===== src/rtl/data_rd_seq_pkg.sv =====
// rtl/data_rd_seq_pkg.sv - shared parameters and types for the row read sequencer
package data_rd_seq_pkg;

  localparam int ADDR_BW = 6;
  localparam int ROW_CNT = 64;
  localparam int MAC_BW  = 8;
  localparam int COL_BW  = 16;
  localparam int ROW_W   = MAC_BW * COL_BW;

  typedef enum logic [1:0] {
    IDLE  = 2'd0,
    RUN   = 2'd1,
    DRAIN = 2'd2
  } seq_state_t;

  typedef logic [ROW_W-1:0] row_word_t;

endpackage


===== src/rtl/data_rd_seq_row_out_reg.sv =====
// rtl/data_rd_seq_row_out_reg.sv - valid/ready output register for one row plus its last flag
module row_out_reg
  import data_rd_seq_pkg::*;
#(
  parameter int W = ROW_W + 1
) (
  input  logic         clk,
  input  logic         rst_n,
  input  logic         i_clr,
  input  logic         i_load,
  input  logic [W-1:0] i_data,
  input  logic         i_ready,
  output logic         o_valid,
  output logic [W-1:0] o_data
);

  logic         r_valid;
  logic [W-1:0] r_data;

  // Clear beats load so a cancel never leaves a stray row behind.
  always_ff @(posedge clk or negedge rst_n) begin
    if (!rst_n) begin
      r_valid <= 1'b0;
      r_data  <= '0;
    end else if (i_clr) begin
      r_valid <= 1'b0;
      r_data  <= '0;
    end else if (i_load) begin
      r_valid <= 1'b1;
      r_data  <= i_data;
    end else if (r_valid && i_ready) begin
      r_valid <= 1'b0;
    end
  end

  assign o_valid = r_valid;
  assign o_data  = r_data;

endmodule


===== src/rtl/data_rd_seq.sv =====
// rtl/data_rd_seq.sv - walks a wrapping range of buffer rows and streams them over valid/ready
module data_rd_seq #(
  parameter int ADDR_BW = data_rd_seq_pkg::ADDR_BW,
  parameter int ROW_CNT = data_rd_seq_pkg::ROW_CNT,
  parameter int MAC_BW  = data_rd_seq_pkg::MAC_BW,
  parameter int COL_BW  = data_rd_seq_pkg::COL_BW
) (
  input  logic                      clk,
  input  logic                      rst_n,
  input  logic                      start,
  input  logic                      abort,
  input  logic [ADDR_BW-1:0]        base_addr,
  input  logic [ADDR_BW:0]          row_num,
  output logic                      busy,
  output logic                      done,
  output logic                      rd_en,
  output logic [ADDR_BW-1:0]        rd_addr,
  input  logic [MAC_BW*COL_BW-1:0]  rd_data,
  output logic                      o_valid,
  input  logic                      o_ready,
  output logic [MAC_BW*COL_BW-1:0]  o_data,
  output logic                      o_last
);

  import data_rd_seq_pkg::*;

  localparam int                 RW        = MAC_BW * COL_BW;
  localparam logic [ADDR_BW-1:0] LAST_ADDR = ADDR_BW'(ROW_CNT - 1);
  localparam logic [ADDR_BW:0]   ONE_ROW   = (ADDR_BW+1)'(1);

  seq_state_t         r_state;
  logic [ADDR_BW-1:0] r_cur_addr;
  logic [ADDR_BW:0]   r_remaining;
  logic               r_done;

  logic               w_issue;
  logic               w_is_last;
  logic               w_out_valid;
  logic [RW:0]        w_out_word;

  // A row may be fetched whenever the output slot is empty or being drained this cycle.
  assign w_issue   = (r_state == RUN) && (!w_out_valid || o_ready);
  assign w_is_last = (r_remaining == ONE_ROW);

  assign rd_en   = w_issue;
  assign rd_addr = w_issue ? r_cur_addr : '0;
  assign busy    = (r_state != IDLE);
  assign done    = r_done;
  assign o_valid = w_out_valid;
  assign o_data  = w_out_word[RW-1:0];
  assign o_last  = w_out_word[RW] & w_out_valid;

  always_ff @(posedge clk or negedge rst_n) begin
    if (!rst_n) begin
      r_state     <= IDLE;
      r_cur_addr  <= '0;
      r_remaining <= '0;
      r_done      <= 1'b0;
    end else begin
      r_done <= 1'b0;
      if (abort) begin
        r_state     <= IDLE;
        r_cur_addr  <= '0;
        r_remaining <= '0;
      end else begin
        case (r_state)
          IDLE: begin
            if (start) begin
              if (row_num == '0) begin
                r_done <= 1'b1;
              end else begin
                r_cur_addr  <= base_addr;
                r_remaining <= row_num;
                r_state     <= RUN;
              end
            end
          end
          RUN: begin
            if (w_issue) begin
              r_cur_addr  <= (r_cur_addr == LAST_ADDR) ? '0 : r_cur_addr + 1'b1;
              r_remaining <= r_remaining - ONE_ROW;
              if (w_is_last) begin
                r_state <= DRAIN;
              end
            end
          end
          DRAIN: begin
            if (w_out_valid && o_ready) begin
              r_done  <= 1'b1;
              r_state <= IDLE;
            end
          end
          default: r_state <= IDLE;
        endcase
      end
    end
  end

  row_out_reg #(
    .W (RW + 1)
  ) u_row_out_reg (
    .clk     (clk),
    .rst_n   (rst_n),
    .i_clr   (abort),
    .i_load  (w_issue),
    .i_data  ({w_is_last, rd_data}),
    .i_ready (o_ready),
    .o_valid (w_out_valid),
    .o_data  (w_out_word)
  );

endmodule

===== config.mk =====
export PLATFORM = sky130hd
export DESIGN_NAME = data_rd_seq
export DESIGN_NICKNAME = d
export VERILOG_FILES = /design/src/rtl/data_rd_seq_pkg.sv /design/src/rtl/data_rd_seq_row_out_reg.sv /design/src/rtl/data_rd_seq.sv
export SDC_FILE = /design/constraint.sdc
export NUM_CORES = 1
export LEC_CHECK = 0
export ABC_AREA = 1
export BUFFER_PORTS_ARGS = -buffer_cell sky130_fd_sc_hd__buf_2
export CORE_MARGIN = 2
export CORE_UTILIZATION = 47
export CTS_CLUSTER_DIAMETER = 120
export CTS_CLUSTER_SIZE = 30
export DETAILED_ROUTE_END_ITERATION = 16
export PLACE_DENSITY = 0.83
export SYNTH_ARGS = -nofsm -noshare
export SYNTH_HDL_FRONTEND = slang
export SYNTH_HIERARCHICAL = 1
export SYNTH_SLANG_ARGS = --single-unit

===== constraint.sdc =====
create_clock -name clk -period 2.2 [get_ports clk]
set_input_delay 0.22 -clock clk [delete_from_list [all_inputs] [get_ports clk]]
set_output_delay 0.22 -clock clk [all_outputs]
set_load 0.02 [all_outputs]

---- Yosys cells after proc, flatten, opt, wreduce, memory -nomap -nowiden ----
Index checks and enable logic that the tools add are counted.
word-level totals
  flip-flop bits (word level) ............. 146
  bits in latches ......................... 0
  bits in writable memories ............... 0
  ROM bits ................................ 0
  bits of input ports ..................... 146
  output and inout bits ................... 139
  logic and storage cells ................. 59
  memories kept ........................... 0
operators by class
  add/subtract/negate cells ............... 2
  $mul .................................... 0
  div/mod/pow operators ................... 0
  magnitude comparators ................... 0
  equal/unequal tests ..................... 9
  shift operators ......................... 0
  multiplexer cells ....................... 29
  bitwise logic cells ..................... 1
  reduce and logical (&&, ||, !) cells .... 12
operators with widths
  cell                 count
  $mux 129             2
  $mux 6               6
  $mux 7               4
  $ne 3x3->1 const B   5
  $pmux 7 s2           1
  $mux 2               6
  $pmux 6 s2           1
  $eq 7x1->1 const B   1
  $logic_not 7->1      1
  $mux 1               7
  $sub 7x1->7 const B  1
  $add 6x1->6 const B  1
  $eq 6x6->1 const B   1
  $pmux 2 s3           1
  $reduce_bool 3->1    2
  $reduce_and 5->1     1
  $reduce_and 4->1     1
  $reduce_bool 2->1    2
  $eq 2x1->1 const B   1
  $eq 2x2->1 const B   1
  $logic_and 1x1->1    2
  $logic_not 2->1      1
  $pmux 1 s2           1
  $and 1x1->1          1
  other kinds (2)      2

---- Logic depth before layout (Yosys ltp) ----
Gate-level depths: netlist of the first run.
  depth in word-level cells ............... 6
  depth in mapped cells ................... 11
  mapped depth without buffers ............ 9

---- Hierarchy ----
The synthesis of the first run kept the hierarchy.
by module, submodules not included
  module       instances  cells an instance  area each (µm²)  seq. area each (µm²)
  row_out_reg  1          566                5182.5           3253.1
  data_rd_seq  1          189                1169.9           400.4

---- Least setup slack after synthesis of the first run ----
OpenSTA, ideal clock, no wires.
  path kind ............................... register to register
  start ................................... register r_state[0]
  end ..................................... register u_row_out_reg.r_data[114], in the netlist u_row_out_reg/o_data[114]
  library setup time ...................... 65 ps
  data arrival time ....................... 1845 ps
  data required time ...................... 2135 ps
  setup slack ............................. 290 ps
  stages on the path, launching flop included .. 11
  path buffers ............................ 4
  clock period less this slack ............ 1910 ps
  path through ............................ dfrtp_1 -> inv_2 -> nor2_4 -> inv_1 -> buf_2 -> nor2_1 -> buf_2 -> buf_2 -> buf_2 -> nand3_1 -> nand2_1
on the way
  cells in the longest elaborated chain, start to end .. 3
ends and longest elaborated chain
  what                                RTL line                       source
  from (decl)                         data_rd_seq.sv:31              seq_state_t r_state;
  from (signal assigned)              data_rd_seq.sv:55              r_state <= IDLE;
  from (signal assigned)              data_rd_seq.sv:62              r_state <= IDLE;
  from (signal assigned)              data_rd_seq.sv:74              r_state <= RUN;
  $eq 2x1->1                          data_rd_seq.sv:42              assign w_issue = (r_state == RUN) && (!w_out_valid || o_ready);
  $logic_and 1x1->1                   data_rd_seq.sv:42
  named net rd_en                     data_rd_seq.sv:16              output logic rd_en,
  $reduce_bool 2->1 (no source line)  n/a
  to (signal assigned)                data_rd_seq_row_out_reg.sv:30  r_data <= i_data;
  to (decl)                           data_rd_seq_row_out_reg.sv:18  logic [W-1:0] r_data;
The timed path passes the listed nets, and every way through them passes these cells.
A chain may end at the register's enable or synchronous reset.

---- Worst setup path after layout of the first run ----
  start ................................... register r_state[0]
  end ..................................... output rd_addr[0]
on the way
  cells in the longest elaborated chain, start to end .. 3
ends and longest elaborated chain
  what               RTL line           source
  $eq 2x1->1         data_rd_seq.sv:42
  $logic_and 1x1->1  data_rd_seq.sv:42
  $mux 6             data_rd_seq.sv:46  assign rd_addr = w_issue ? r_cur_addr : '0;
  to (decl)          data_rd_seq.sv:17  output logic [ADDR_BW-1:0] rd_addr,
No other way between the ends.

==> results.sh, run 1 <==
export IMPL_cts_buffer_depth=2
export IMPL_rsz0062_at_grt="false"
export IMPL_grt_pass1_vias=5661
export IMPL_finalSetupViolCount=0
export IMPL_yosysUniqueCellTypes=22
export IMPL_final_antenna_net_count=0
export IMPL_hold_path_class="input pin to register"
export IMPL_setup_ws_ps=236
export IMPL_place_area_um2=7880
export IMPL_drc=0
export IMPL_avgRoutedWirePerCell_um=14.0
export IMPL_tightest_slew_ps=558
export IMPL_fin_worst_skew_ps=10.1
export IMPL_avgViaCountPerCell=4.86
export IMPL_maxCapViolCount=0
export IMPL_num_rows=42
export IMPL_synth_edff_count=0
export IMPL_htreeDepth=4
export IMPL_io_buffers=284
export IMPL_hold_viol=0
export IMPL_cp_end_kind="output pin"
export IMPL_pwr_density_cell_nw_per_um2=1260
export IMPL_setup_worst_path_start_class="register"
export IMPL_outcome="finished, final reports clean"
export IMPL_leakage_nw=5.20
export IMPL_gr_usage_all_layers=0.239
export IMPL_slew_headroom=0.628
export IMPL_fin_crit_sh=0.893
export IMPL_drt_iter0_markers=388
export IMPL_dr_total_vias=5924
export IMPL_grt_pass1_wl_um=27300
export IMPL_netlist_instances=755
export IMPL_drv_slew=0
export IMPL_core_area_um2=13200
export IMPL_ys_ff_latch=146
export IMPL_start_util=0.480
export IMPL_yosysWarnings=6
export IMPL_min_period_ps=1960
export IMPL_netlist_top_cells_area="dfrtp_1, nand2_1, nand3_1"
export IMPL_io_pins=285
export IMPL_clkSinkCount=146
export IMPL_wirelength_um=17100
export IMPL_grt_overflow_total=0
export IMPL_grt_max_degree=71
export IMPL_first_pass_iters=4
export IMPL_dominantRegCellSynth="dfrtp_1"
export IMPL_cts_root_buf="clkbuf_16"
export IMPL_die_w_um=120
export IMPL_yosysSeqAreaShare=0.575
export IMPL_stdcell_area_um2=8550
export IMPL_antenna_found_initial=5
export IMPL_cp_max_fo=6
export IMPL_synth_top_cell_area_share=0.575
export IMPL_worst_r2r_endpoint="u_row_out_reg/o_data[95]"
export IMPL_startpoint="r_state[0]"
export IMPL_pre_cts_slack_ps=532
export IMPL_syn_nets=904
export IMPL_design_die_area_um2=14500
export IMPL_crit_end="rd_addr[0]"
export IMPL_place_hpwl_um=12200
export IMPL_fin_nets=1176
export IMPL_cts_made_buffers=17
export IMPL_synth_area_per_cell_um2=8.41
export IMPL_clkTransAtPathRegs_ps=60
export IMPL_clock_latency_ps=410
export IMPL_arrival_ps=1740
export IMPL_synth_common_cells="nand2_1, dfrtp_1, nand3_1"
export IMPL_ys_async_sr_fraction=1.00
export IMPL_syn_area_um2=6350
export IMPL_die_h_um=120
export IMPL_syn2layout_area_growth_pct=34.6
export IMPL_crit_type="register to output pin"
export IMPL_final_util=0.646
export IMPL_place_congestion=0.866
export IMPL_cts_tree="built"
export IMPL_reg2reg_depth=8
export IMPL_r2r_start="r_state[0]"
export IMPL_setup_tns_ps=0
export IMPL_drive_gt1_frac=0.327
export IMPL_reg2reg_slack_ps=560
export IMPL_fillers=1167
export IMPL_fmax_mhz=509
export IMPL_ir_drop_v=0.000752
export IMPL_synth_most_common_cell="nand2_1"
export IMPL_yosysTopAreaCell="dfrtp_1"
export IMPL_critPathRequiredTime_ps=1980
## cell families (layout without fill, tap and decap cells)
group           Yosys count  after routing  share of synthesized area
other cells               0              4                          0
fa+ha+maj                 3              3                    0.00591
xor+xnor                  4              4                    0.00552
compound gates           14             14                     0.0114
simple gates            516            516                      0.339
buf+inv                  72            357                     0.0630
flops                   146            146                      0.575
## report_power, final
part	internal [W]	switching, W	total [W]
logic	0.00126	0.00264	0.00390
clock network	0.00197	0.00110	0.00306
registers	0.00340	0.000446	0.00384
total	0.00662	0.00418	0.0108
## registers in the layout (all words and copies together), names as in the netlist
register	cells
done	1
r_cur_addr	6
u_row_out_reg/o_valid	1
r_remaining	7
r_state	2
u_row_out_reg/o_data	129
## metal layers
metal,vias to the layer above,track usage,part of all wire
met5,-,0,0.00076
met4,2,0.106,0.030
met3,38,0.0693,0.074
met2,239,0.382,0.47
met1,2703,0.304,0.42
li1,2942,-,-
## area by class of cell
cell class | count | area [um^2] | area share
Timing Repair Buffer | 300 | 1630 | 0.190
Clock inverter | 11 | 176 | 0.0206
Antenna cell | 4 | 10.0 | 0.00117
Tap cell | 176 | 220 | 0.0257
Inverter | 25 | 96.3 | 0.0113
Sequential cell | 146 | 3650 | 0.427
Multi-Input combinational cell | 537 | 2310 | 0.270
Clock buffer | 21 | 460 | 0.0538
## critical path, stage by stage, from the launching register on
cell and delay [ps]:
dfrtp_1 400, inv_2 80, nor2_4 140, inv_1 100, nor2_4 150, inv_1 130
nor2_1 140, buf_2 190
## how the worst min path moves through the flow
| stage | start | endpoint | slack [ps] | cells past startpoint |
|---|---|---|---|---|
| 6_report | rd_data[15] | u_row_out_reg/o_data[15] | 30 | 3 |
| 5_1_grt | rd_data[52] | u_row_out_reg/o_data[52] | 30 | 3 |
| 4_1_cts | rd_data[15] | u_row_out_reg/o_data[15] | 9 | 3 |
| 3_5_place_dp | rst_n | r_remaining[0] | 190 | 1 |
| 3_3_place_gp | rst_n | r_remaining[0] | 190 | 1 |
| 2_1_floorplan | rst_n | done | -80 | 0 |
## stage by stage
stage | total power, W | hold slack, ps | instances
finish | 0.0108 | 30.7 | 1220
global route | 0.0115 | 29.9 | 1219
CTS | 0.0108 | 9.37 | 1214
detailed placement | 0.00776 | 195 | 1181
global placement | 0.00767 | 193 | 1181
floorplan | 0.00641 | -75.6 | 755
## cells in the final DEF, fill, tap and decap left out, drive strengths merged
cell         count
clkinv           2
nand2          343
ha               3
clkinvlp         4
dlygate4sd3      1
nand4            2
xnor2            3
o21ai           12
bufinv           4
o31ai            1
or2              1
clkbuf          21
dfrtp          146
buf            299
nor2            29
xor2             1
nand3          141
diode            4
a21oi            1
inv             26
## timing repair
item,in CTS,in global routing
hold buffers,1,0
resized for setup,0,1
endpoints found under the setup margin,0,2
hold endpoints to repair,46,0
buffers inserted,0,2
Note: power is estimated with default switching activity, not from simulation.
==> inputs of run 2 (changes only) <==
- CELL_PAD_IN_SITES_DETAIL_PLACEMENT: unset -> 0
- CELL_PAD_IN_SITES_GLOBAL_PLACEMENT: unset -> 1
- CORE_UTILIZATION: 47 -> 33
- PLACE_DENSITY: 0.83 -> 0.82
==> results.sh, run 2 (synthesis gave the netlist of run 1 again) <==
export IMPL_cts_resized=0
export IMPL_min_period_ps=2030
export IMPL_clkTransAtPathRegs_ps=70
export IMPL_dr_total_vias=5900
export IMPL_design_die_area_um2=20400
export IMPL_first_pass_iters=4
export IMPL_crit_type="register to output pin"
export IMPL_arrival_ps=1810
export IMPL_outcome="finished, final reports clean"
export IMPL_gr_usage_all_layers=0.175
export IMPL_grt_max_degree=77
export IMPL_fin_nets=1178
export IMPL_pwr_density_cell_nw_per_um2=1250
export IMPL_cp_end_kind="output pin"
export IMPL_io_buffers=284
export IMPL_ir_drop_v=0.000733
export IMPL_io_pins=285
export IMPL_power_frac_seq=0.357
export IMPL_startpoint="r_state[0]"
export IMPL_largest_reg_flops=129
export IMPL_crit_buf_inv=4
export IMPL_syn2layout_area_growth_pct=35.6
export IMPL_drt_iter0_markers=277
export IMPL_crit_chain="inv_2 -> nor2_4 -> inv_1 -> nor2_4 -> inv_1 -> nor2_1 -> buf_2"
export IMPL_hold_start="rd_data[15]"
export IMPL_grt_pass1_wl_um=28400
export IMPL_avgRoutedWirePerCell_um=14.1
export IMPL_cp_top_family="buffers and inverters"
export IMPL_avgViaCountPerCell=4.62
export IMPL_fillers=1859
export IMPL_internal_power_w=0.00641
export IMPL_cts_tree="built"
export IMPL_cp_max_fo=6
export IMPL_clkSinkCount=146
export IMPL_mostFrequentLayoutCell="nand2_1"
export IMPL_core_area_um2=18800
export IMPL_start_util=0.338
export IMPL_fin_crit_sh=0.921
export IMPL_htreeDepth=4
export IMPL_combPwrFrac=0.366
export IMPL_die_h_um=143
export IMPL_final_cell_mix="nand2_1, buf_2, dfrtp_1"
export IMPL_drv_slew=0
export IMPL_maxCapViolCount=0
export IMPL_crit_slowest_cell="dfrtp_1"
export IMPL_cts_root_buf="clkbuf_16"
export IMPL_p_total_w=0.0107
export IMPL_slew_headroom=0.613
export IMPL_fin_worst_skew_ps=8.48
export IMPL_drive_gt1_frac=0.330
export IMPL_hold_path_class="input pin to register"
export IMPL_leakage_nw=5.20
export IMPL_final_antenna_net_count=0
export IMPL_critPathRequiredTime_ps=1980
export IMPL_grt_pass1_vias=5677
export IMPL_cts_made_buffers=17
export IMPL_cts_buffer_depth=2
export IMPL_fmax_mhz=494
export IMPL_grt_overflow_total=0
export IMPL_clkPwrFrac=0.277
export IMPL_critical_path_max_stage_delay_ps=390
export IMPL_final_util=0.459
export IMPL_tightest_slew_ps=580
export IMPL_multi_input_comb_area_um2=2310
export IMPL_seq_area_um2=3650
export IMPL_setup_tns_ps=0
export IMPL_drc=0
export IMPL_hold_viol=0
export IMPL_finalSetupViolCount=0
export IMPL_place_congestion=0.803
export IMPL_antenna_found_initial=1
export IMPL_setup_worst_path_start_class="register"
export IMPL_die_w_um=143
export IMPL_place_hpwl_um=12500
export IMPL_r2r_start="r_state[0]"
export IMPL_clock_latency_ps=410
export IMPL_rsz0062_at_grt="false"
export IMPL_power_net_switching_w=0.00432
export IMPL_wirelength_um=18000
export IMPL_num_rows=50
export IMPL_swShare=0.403
## run 2: cell types whose count changed in the layout (fill, tap and decap cells not counted), sizes merged
cell / previous run / this run
inv: 26 / 33
buf: 299 / 301
bufinv: 4 / 2
clkbuf: 21 / 18
clkinvlp: 4 / 2
diode: 4 / 1
## run 2: path summary, 6_finish.rpt
kind | to | slack (ps) | cells past startpoint
max | rd_addr[1] | 170 | 7
min | u_row_out_reg/o_data[15] | 30 | 3
max reg2reg | u_row_out_reg/o_data[47] | 530 | 8
min reg2reg | u_row_out_reg/o_data[4] | 460 | 2
max in group asynchronous | u_row_out_reg/o_data[119] | 1200 | 3
min in group asynchronous | u_row_out_reg/o_data[1] | 360 | 2
## run 2: area by class of cell
| type | count | share of cell area |
|---|---|---|
| sequential | 146 | 0.424 |
| multi-input combinational | 537 | 0.268 |
| timing repair buffer | 302 | 0.192 |
| clock buffer | 18 | 0.0510 |
| tap | 234 | 0.0340 |
| clock inverter | 14 | 0.0195 |
| inverter | 25 | 0.0112 |
| antenna | 1 | 0.000291 |
## run 2: repair_timing
| item | in CTS | in global routing |
|---|---|---|
| hold buffers | 1 | 0 |
| endpoints found under the setup margin | 0 | 2 |
| setup buffers | 0 | 2 |
| hold endpoints to repair | 52 | 0 |
## run 2: stage by stage
stage / cell area, um^2 / worst slack [ps] / hold slack [ps] / instances
final: 8610 / 174 / 27.7 / 1277
after global routing: 8610 / 29.3 / 9.87 / 1276
after CTS: 8590 / 60.4 / 9.20 / 1274
after detailed placement: 7980 / 524 / 252 / 1241
after global placement: 7980 / 545 / 249 / 1241
after floorplan: 6350 / 290 / -75.6 / 755
## run 2: worst min-delay path: cells and delay by family
kind | cells | cell delay (ps)
and+or+nand+nor | 2 | 120
buffers and inverters | 1 | 70
## run 2: layer usage
layer | vias to the layer above | wire, um | GRT usage
met1 | 2726 | 7820 | 0.224
met2 | 209 | 8460 | 0.284
met5 | - | 0 | 0
met4 | 0 | 207 | 0.0453
li1 | 2949 | - | -
met3 | 16 | 1510 | 0.0620
## run 2: power groups by stage
stage / registers (W) / logic [W] / clock network, W
6_report: 0.00383 / 0.00393 / 0.00297
5_1_grt: 0.00393 / 0.00435 / 0.00318
4_1_cts: 0.00383 / 0.00397 / 0.00306
3_5_place_dp: 0.00387 / 0.00396 / 0
3_3_place_gp: 0.00385 / 0.00395 / 0
2_1_floorplan: 0.00458 / 0.00183 / 0
==> inputs of run 3 (changes only) <==
- CORE_UTILIZATION: 33 -> 36
- PLACE_DENSITY: 0.82 -> 0.88
- clock period: 2.2 -> 2.4 ns (I/O delays scaled with it)
==> results.sh, run 3 (synthesis gave the netlist of run 1 again) <==
export IMPL_outcome="finished, final reports clean"
export IMPL_drive_gt1_frac=0.325
export IMPL_setup_tns_ps=0
export IMPL_place_hpwl_um=12500
export IMPL_setup_ws_ps=295
export IMPL_slew_headroom=0.574
export IMPL_fin_nets=1172
export IMPL_antenna_found_initial=1
export IMPL_die_w_um=137
export IMPL_drv_slew=0
export IMPL_pwr_density_cell_nw_per_um2=1140
export IMPL_reg2reg_depth=8
export IMPL_fmax_mhz=475
export IMPL_htreeDepth=4
export IMPL_cts_tree="built"
export IMPL_combPwrFrac=0.364
export IMPL_hold_viol=0
export IMPL_use_met1=0.235
export IMPL_rsz0062_at_grt="false"
export IMPL_cp_max_fo=29
export IMPL_final_cell_mix="nand2_1, buf_2, dfrtp_1"
export IMPL_mostFrequentLayoutCell="nand2_1"
export IMPL_setup_worst_path_start_class="register"
export IMPL_cts_buffer_depth=2
export IMPL_grt_overflow_total=0
export IMPL_power_frac_seq=0.361
export IMPL_clkPwrFrac=0.275
export IMPL_core_area_um2=17300
export IMPL_pre_cts_slack_ps=683
export IMPL_internal_power_w=0.00585
export IMPL_num_antenna_cells=0
export IMPL_cts_made_buffers=17
export IMPL_avgRoutedWirePerCell_um=14.4
export IMPL_gr_usage_all_layers=0.189
export IMPL_die_h_um=137
export IMPL_r2r_start="r_state[0]"
export IMPL_min_period_ps=2100
export IMPL_grt_pass1_vias=5468
export IMPL_largest_reg_flops=129
export IMPL_first_pass_iters=4
export IMPL_fin_crit_sh=0.877
export IMPL_finalSetupViolCount=0
export IMPL_grt_max_degree=130
export IMPL_power_net_switching_w=0.00388
export IMPL_drc=0
export IMPL_maxCapViolCount=0
export IMPL_cts_root_buf="clkbuf_16"
export IMPL_met3_usage=0.0641
export IMPL_clkTransAtPathRegs_ps=70
export IMPL_ir_drop_v=0.000725
export IMPL_clkSinkCount=146
export IMPL_grt_busiest_layer="met2"
export IMPL_start_util=0.367
export IMPL_dr_total_vias=5889
export IMPL_startpoint="r_state[0]"
export IMPL_fillers=1737
export IMPL_place_congestion=0.797
export IMPL_critPathRequiredTime_ps=2160
export IMPL_leakage_nw=5.17
export IMPL_met2_usage=0.313
export IMPL_io_pins=285
export IMPL_design_die_area_um2=18700
export IMPL_drt_iter0_markers=190
export IMPL_cp_end_kind="output pin"
export IMPL_grt_pass1_wl_um=27800
export IMPL_tightest_slew_ps=639
export IMPL_hold_path_class="input pin to register"
export IMPL_swShare=0.399
export IMPL_avgViaCountPerCell=4.67
export IMPL_wirelength_um=18200
export IMPL_final_antenna_net_count=0
export IMPL_clock_latency_ps=410
export IMPL_arrival_ps=1860
export IMPL_final_cells=1260
export IMPL_fin_worst_skew_ps=12.6
export IMPL_syn2layout_area_growth_pct=34.1
export IMPL_p_total_w=0.00973
export IMPL_num_rows=48
export IMPL_crit_type="register to output pin"
export IMPL_hold_start="rd_data[120]"
export IMPL_dp_cells=1228
export IMPL_min_path_cells=3
export IMPL_io_buffers=284
-- run 3: cell count changes in the layout (fill, tap and decap cells not counted) --
cell       before  now
diode_2         1    0
clkbuf_1        0    1
inv_4           1    0
buf_4          10    5
clkbuf_8        1    0
buf_12          7    6
inv_6           6    2
bufinv_16       2    3
clkinv_2        0    5
inv_8           2    0
-- run 3: what timing repair did --
item,CTS,global route
hold buffers,1,0
buffers inserted,0,0
endpoints found under the setup margin,0,0
endpoints found under the hold margin,61,0
resized for setup,0,0
-- run 3: power groups by stage --
stage	clock, W	sequential, W	combinational (W)
2_1_floorplan	0	0.00420	0.00168
3_3_place_gp	0	0.00353	0.00356
3_5_place_dp	0	0.00354	0.00359
4_1_cts	0.00276	0.00351	0.00360
5_1_grt	0.00285	0.00359	0.00393
6_report	0.00268	0.00351	0.00355
-- run 3: layer usage --
layer	vias to the layer above	wire [um]
met1	2739	7560
met3	21	1690
met2	206	8640
li1	2921	-
met5	-	16
met4	2	250
-- run 3: worst paths after layout --
check                                            end  slack [ps]
setup reg to reg           u_row_out_reg/o_data[107]         740
hold reg to reg             u_row_out_reg/o_data[66]         460
hold / removal             u_row_out_reg/o_data[120]          50
setup / recovery                               rd_en         300
min in group asynchronous             r_remaining[6]         400
max in group asynchronous  u_row_out_reg/o_data[108]        1330
-- run 3: per-stage QoR --
| step | instance area (um^2) | utilization | hold slack (ps) |
|---|---|---|---|
| floorplan | 6350 | - | -55.6 |
| global placement | 7920 | 0.458 | 293 |
| detailed placement | 7920 | 0.458 | 301 |
| CTS | 8520 | 0.493 | 32.4 |
| global route | 8520 | 0.493 | 44.8 |
| finish | 8520 | 0.493 | 52.4 |
-- run 3: final cells by class --
cell class / count / area [um^2] / share of cell area
repair buffers: 296 / 1600 / 0.187
multi-input cells: 537 / 2310 / 0.271
clock inverters: 13 / 160 / 0.0188
inverters: 25 / 95.1 / 0.0112
clock buffers: 18 / 429 / 0.0504
flip-flops and latches: 146 / 3650 / 0.429
well taps: 225 / 282 / 0.0330
-- run 3: critical path, stage by stage (launching register included) --
cell     delay (ps)
dfrtp_1         390
inv_2            80
nor2_4          140
inv_1           100
nor2_4          180
buf_4           330
buf_2           230
